[src/rtl/qspi_rd_master.sv]
// qspi_rd_master: single-bit 03h/0Bh read initiator for the QSPI link.
// Shifts out command and address, captures one 32-bit word, pulses rd_valid.
module qspi_rd_master #(
  parameter int CLK_DIV = 2,
  parameter int CS_GAP  = 4
) (
  input  logic        sys_clk,
  input  logic        rst,
  input  logic        start,
  input  logic        cmd_fast,
  input  logic [23:0] rd_addr,
  output logic        busy,
  output logic [31:0] rd_data,
  output logic        rd_valid,
  output logic        qspi_csn,
  output logic        qspi_sck,
  output logic        qspi_di,
  input  logic        qspi_do,
  output logic        qspi_wpn,
  output logic        qspi_holdn
);

  localparam int DW = $clog2(CLK_DIV + 1);
  localparam int GW = $clog2(CS_GAP + 1);

  localparam logic [DW-1:0] DIV_LAST = DW'(CLK_DIV - 1);
  localparam logic [GW-1:0] GAP_LAST = GW'(CS_GAP - 1);

  localparam logic [7:0] CMD_READ = 8'h03;
  localparam logic [7:0] CMD_FAST = 8'h0B;
  localparam logic [6:0] N_READ   = 7'd65;
  localparam logic [6:0] N_FAST   = 7'd73;
  localparam logic [6:0] D_READ   = 7'd32;
  localparam logic [6:0] D_FAST   = 7'd40;

  typedef enum logic [1:0] {
    IDLE,
    SHIFT_LO,
    SHIFT_HI,
    GAP
  } state_t;

  state_t        state_q;
  logic [DW-1:0] div_q;
  logic [GW-1:0] gap_q;
  logic [6:0]    bit_cnt_q;
  logic          fast_q;
  logic [46:0]   tx_q;
  logic [31:0]   rx_q;
  logic          csn_q;
  logic          sck_q;
  logic          di_q;
  logic          busy_q;
  logic          valid_q;
  logic [31:0]   data_q;

  logic          div_wrap;
  logic          gap_done;
  logic          last_pulse;
  logic          in_win;
  logic [6:0]    win_lo;
  logic [6:0]    bit_cnt_d;
  logic [DW-1:0] div_d;
  logic [GW-1:0] gap_d;
  logic [46:0]   tx_d;
  logic [31:0]   rx_d;
  logic [47:0]   tx_load;

  assign div_wrap   = (div_q == DIV_LAST);
  assign gap_done   = (gap_q == GAP_LAST);
  assign div_d      = div_q + 1'b1;
  assign gap_d      = gap_q + 1'b1;
  assign bit_cnt_d  = bit_cnt_q + 7'd1;
  assign last_pulse = (bit_cnt_q == (fast_q ? N_FAST : N_READ));
  assign win_lo     = fast_q ? D_FAST : D_READ;
  assign in_win     = (bit_cnt_q >= win_lo)
                   && (bit_cnt_q < win_lo + 7'd32);
  assign tx_d       = {tx_q[45:0], 1'b0};
  assign rx_d       = {rx_q[30:0], qspi_do};
  assign tx_load    = {cmd_fast ? CMD_FAST : CMD_READ,
                       rd_addr, 16'h0000};

  // bit_cnt_q counts SCK rises; it equals the index of the pulse being raised
  always_ff @(posedge sys_clk) begin
    if (rst) begin
      state_q   <= IDLE;
      div_q     <= '0;
      gap_q     <= '0;
      bit_cnt_q <= '0;
      fast_q    <= 1'b0;
      tx_q      <= '0;
      rx_q      <= '0;
      csn_q     <= 1'b1;
      sck_q     <= 1'b0;
      di_q      <= 1'b0;
      busy_q    <= 1'b0;
      valid_q   <= 1'b0;
      data_q    <= '0;
    end else begin
      valid_q <= 1'b0;
      unique case (state_q)
        IDLE: begin
          if (start) begin
            state_q   <= SHIFT_LO;
            busy_q    <= 1'b1;
            csn_q     <= 1'b0;
            sck_q     <= 1'b0;
            di_q      <= tx_load[47];
            tx_q      <= tx_load[46:0];
            fast_q    <= cmd_fast;
            bit_cnt_q <= '0;
            div_q     <= '0;
          end
        end
        SHIFT_LO: begin
          if (div_wrap) begin
            div_q     <= '0;
            sck_q     <= 1'b1;
            state_q   <= SHIFT_HI;
            bit_cnt_q <= bit_cnt_d;
            if (in_win) begin
              rx_q <= rx_d;
            end
          end else begin
            div_q <= div_d;
          end
        end
        SHIFT_HI: begin
          if (div_wrap) begin
            div_q <= '0;
            sck_q <= 1'b0;
            if (last_pulse) begin
              state_q <= GAP;
              csn_q   <= 1'b1;
              di_q    <= 1'b0;
              valid_q <= 1'b1;
              data_q  <= rx_q;
              gap_q   <= '0;
            end else begin
              state_q <= SHIFT_LO;
              di_q    <= tx_q[46];
              tx_q    <= tx_d;
            end
          end else begin
            div_q <= div_d;
          end
        end
        GAP: begin
          if (gap_done) begin
            state_q <= IDLE;
            busy_q  <= 1'b0;
          end else begin
            gap_q <= gap_d;
          end
        end
      endcase
    end
  end

  assign busy       = busy_q;
  assign rd_data    = data_q;
  assign rd_valid   = valid_q;
  assign qspi_csn   = csn_q;
  assign qspi_sck   = sck_q;
  assign qspi_di    = di_q;
  assign qspi_wpn   = 1'b1;
  assign qspi_holdn = 1'b1;

endmodule

[config.mk]
export PLATFORM = sky130hd
export DESIGN_NAME = qspi_rd_master
export DESIGN_NICKNAME = d
export VERILOG_FILES = /design/src/rtl/qspi_rd_master.sv
export SDC_FILE = /design/constraint.sdc
export NUM_CORES = 1
export LEC_CHECK = 0
export CORE_MARGIN = 1
export CORE_UTILIZATION = 55
export DETAILED_ROUTE_END_ITERATION = 8
export PLACE_DENSITY = 0.8
export SYNTH_ARGS = -nofsm -noshare
export SYNTH_HDL_FRONTEND = slang
export SYNTH_SLANG_ARGS = --single-unit
[constraint.sdc]
create_clock -name sys_clk -period 2.05 [get_ports sys_clk]
set_input_delay 0.5125 -clock sys_clk [delete_from_list [all_inputs] [get_ports sys_clk]]
set_output_delay 0.5125 -clock sys_clk [all_outputs]
set_load 0.05 [all_outputs]
== After elaboration in Yosys (flattened, before gate mapping) ==
Index checks and enable logic that the tools add are counted.
Storage, ports and cells
  input port bits: 29
  output and inout port bits: 39
  logic and storage cells: 94
  flip-flop bits (word level): 131
Cells by class
  bitwise operators: 2
  eq/ne operators: 13
  magnitude comparators: 2
  reduce and logical (&&, ||, !) cells: 22
  $add $sub $neg: 4
  mux-type cells: 38
Operator list (count)
  47-bit two-way mux: 3
  47-bit one-hot mux with 2 select lines: 1
  4-bit AND reduction: 5
  3-bit AND reduction: 5
  2-bit two-way mux: 7
  7-bit two-way mux: 2
  2-bit inequality test, second input constant: 7
  7-bit one-hot mux with 2 select lines: 1
  4-bit two-way mux: 3
  1-bit two-way mux: 11
  2-bit nonzero test: 5
  3-bit two-way mux: 3
  2-bit one-hot mux with 4 select lines: 1
  6-bit by 6-bit adder with 7-bit output, second input constant: 1
  7-bit by 1-bit adder with 7-bit output, second input constant: 1
  7-bit == test: 1
  7-bit by 6-bit greater-or-equal comparator with 1-bit output: 1
  7-bit < comparator: 1
  1-bit one-hot mux with 2 select lines: 3
  3-bit one-hot mux with 2 select lines: 1
  2-bit by 1-bit == test with 1-bit output, second input constant: 2
  2-bit == test, second input constant: 2
  2-bit one-hot mux with 2 select lines: 1
  2-bit AND reduction: 2
  10 further kinds: 11

== Depth between registers and ports, before layout ==
  word-level depth: 5
  depth in mapped cells: 9
  mapped depth without buffers: 6

== Least setup slack after synthesis ==
No wires, ideal clock.
  path type: register -> register
  start: register state_q[0]
  end: register tx_q[25]
  path buffers: 2
  arrival: 1.733 ns
  stages on the path, launching flop included: 9
  library setup time: 0.146 ns
  clock period less this slack: 1.879 ns
  setup slack: 0.171 ns
  data required time: 1.904 ns
  cells stage by stage: dfxtp_1 > inv_1 > ha_1 > buf_2 > nor2b_2 > a211o_4 > a21oi_4 > buf_6 > a211oi_2
Between the ends
  word-level cells in the longest chain between the ends: 3
  elaborated cells on any way between the ends: 8
  classes of those cells: eq/ne: 4; mux: 1; reduce/logical: 3
RTL lines
  from (decl): line 43  | state_t state_q;
  from (signal assigned): line 86  | state_q <= IDLE;
  from (signal assigned): line 104  | state_q <= SHIFT_LO;
  from (signal assigned): line 119  | state_q <= SHIFT_HI;
  2-bit == test or 2-bit logical NOT (tied branches): line 101  | unique case (state_q)
  2-bit inequality test (no source line) or 2-bit nonzero test (tied branches)
  4-bit AND reduction (no source line)
  to (signal assigned): line 109  | tx_q <= tx_load[46:0];
  to (signal assigned): line 142  | tx_q <= tx_d;
  to (decl): line 48  | logic [46:0] tx_q;
Parallel ways exist; a longest one is shown, timed or not.
A chain may end at the register's enable or synchronous reset.

== Worst setup path in the final report ==
  start: register data_q[12] (netlist: rd_data[12])
  end: output port rd_data[12]
RTL lines
  from (decl): line 55  | logic [31:0] data_q;
  from (signal assigned): line 137  | data_q <= rx_q;
  to (decl): line 13  | output logic [31:0] rd_data,
No word-level cell between the ends.

==> metrics.csv <==
metric,value,unit
run_status,"complete, but fails checks",
violations,DRC,
fin_cells,693,
path_max_fanout,2,
die_h,98.4,um
dp_cells,661,
ys_warn_count,0,
path_buf_inv,1,
critPathArrivalTime,1.43,ns
wl_per_cell,15.7,um
synth.distinct_cells,44,
cp_top_family,buffers and inverters,
cts_max_level,4,
highest_layer,met4,
utilization,72.8,%
via_count,3849,
max_slew_margin,59.8,%
cp_data_required_time,1.54,ns
overflow,0,
final_layout_size_suffix_gt1_share,17.8,%
grt_pass1_wl,18200,um
crit_slowest_cell,dlygate4sd2_1,
synth_top_area_share,45.0,%
slowest_delay,0.55,ns
wl_met3,526,um
rsz0062_at_grt,false,
ant_nets,0,
cts_root_buf,clkbuf_8,
wl_met1,4900,um
vias_per_cell,5.55,
synth-seq-cells,115,
globalplace.congestion,0.816,
clk_pin_slew_worst_paths,0.07,ns
max_freq,514,MHz
synth_top_cells_by_area,"dfxtp_1 (45%), mux2i_1 (17%), a211oi_2 (5.1%)",
syn2layout_area_growth,26.0,%
die_w,98.4,um
cp-start-kind,register,
insertion_delay,0.51,ns
design_area,0.00644,mm2
crit_chain,dlygate4sd2_1,
cts_hold_buf,0,
grt_pass1_vias,3805,
worst_pin_slew,0.603,ns
route.met2.wl,5210,um
finalHoldViolations,0,
hp-class,input pin to register,
io_buffers,65,
num_antenna_cells,0,
antenna_found_initial,0,
dr.pass1.iters,8,
grt_max_degree,50,
drtIter0Drc,134,
crit_type,register to primary output,
worst_ir_drop_vdd,0.648,mV
crit_path_end_kind,primary output,
place_area,0.00588,mm2
fin_skew,0.00872,ns
max_cap_viol_count,0,
synth-main-ff-cell,dfxtp_1,
synth_area_leader_cell,dfxtp_1,
power.leakage,2.63,nW
start_util,57.8,%
totalWireLength,10900,um
dp_hpwl,7010,um
row_count,34,
setup_viol,0,
fin_crit,1.95,ns
post_cts_buffers,0,
synth_cells,503,
fp.coreArea,0.00885,mm2
synth_area_per_cell,10.2,um2
fin_nets,612,
die_area,0.00968,mm2
drc,5,
drv_slew,0,
cts_tree,yes,
p_per_area,1220,mW/mm2
boundaryPins,68,
synthArstFlopShare,0,%
cts_buffers,17,
synth_edf_count,0,
cts.sinks,115,
finalCritPeriodShare,95.0,%
track_usage,23.5,%
cts.path.max_buffers,2,
ys_seq_area_share,45.0,%
netlist_area,0.00511,mm2
## synthesized netlist by cell type, types with 8 or more instances
cell type,number
dfxtp_1,115
mux2i_1,89
nand2_1,48
nor2_1,45
a21oi_1,35
a211oi_2,21
clkbuf_1,16
nand3_1,12
ha_1,11
buf_6,10
inv_1,10
nand2b_1,8
nor2b_1,8
## cell families after synthesis
logic type	after synthesis	share of synthesized area, %
AOI/OAI and AO/OA	91	15.0
buffers and inverters	48	5.58
DFF	115	45.0
and+or+nand+nor	142	13.0
other	1	0.0734
adders and majority gates	11	2.69
muxes	90	17.7
xor gates and xnor gates	5	0.857
## area by class of cell
type / count / area (um2)
fillers: 643 / 2400
inverters: 10 / 37.5
multi-input cells: 341 / 2560
repair buffers: 87 / 833
clock inverters: 15 / 156
flip-flops and latches: 115 / 2300
well taps: 108 / 135
clock buffers: 17 / 414
## sequential cells by signal (all words and copies together), names as in the netlist, 2 cells and up
register,cells
rd_data,32
rx_q,32
tx_q,31
bit_cnt_q,7
gap_q,3
div_q,2
state_q,2
## what timing repair did
action | CTS | global route
endpoints found under the setup margin | 29 | 7
resized for setup | 29 | 5
pin swaps | 0 | 1
## layout by cell type (no fill, tap or decap), types with 2 or more instances in the layout
cell	instances
nor2_1	45
o21ai_0	3
conb_1	2
nand3_2	2
buf_4	23
clkinvlp_4	2
clkdlybuf4s50_1	27
o221ai_1	3
nor2b_1	8
a211oi_2	22
inv_8	4
mux2i_1	89
nand4_1	7
clkbuf_16	16
xnor2_1	5
inv_1	10
nor3_1	4
nand3_1	12
ha_1	10
a21oi_4	2
buf_12	6
inv_6	7
a2111oi_2	4
nand2_1	48
a21oi_1	35
a31oi_1	6
dlygate4sd2_1	29
dfxtp_1	114
a211oi_1	6
o211ai_1	2
nand2b_1	8
## final timing paths
kind / startpoint / end / slack [ns] / cells after the start
worst max-delay path: rd_data[12] / rd_data[12] / 0.10 / 1
worst min-delay path: rst / gap_q[2] / 0.44 / 3
worst max register to register: state_q[0] / state_q[1] / 0.14 / 6
worst min register to register: div_q[1] / div_q[1] / 0.46 / 1
## metrics by stage
step	setup slack [ns]	total power [mW]	hold slack [ns]	setup TNS, ns
after floorplan	0.171	4.54	0.434	0
after detailed placement	-0.0183	5.03	0.448	-0.0201
after global placement	0.0348	4.93	0.446	0
after CTS	0.0565	7.87	0.424	0
final	0.103	7.89	0.438	0
after global routing	0.00761	8.29	0.449	0
## where the power goes
part | internal [mW] | switching (mW)
clock network | 1.66 | 1.17
registers | 2.56 | 0.196
logic | 1.01 | 1.29
## worst min-delay path, delay by kind of cell
| kind | cells | cell delay, ns |
|---|---|---|
| and+or+nand+nor | 1 | 0.14 |
| buffers and inverters | 1 | 0.14 |
| AOI/OAI and AO/OA | 1 | 0.09 |
## per-layer routing
metal | GRT usage [%] | vias up
met5 | 0 | -
met2 | 38.7 | 89
met3 | 6.67 | 21
met4 | 8.38 | 0
met1 | 29.5 | 1819
li1 | - | 1920
(Power assumes the default switching activity.)
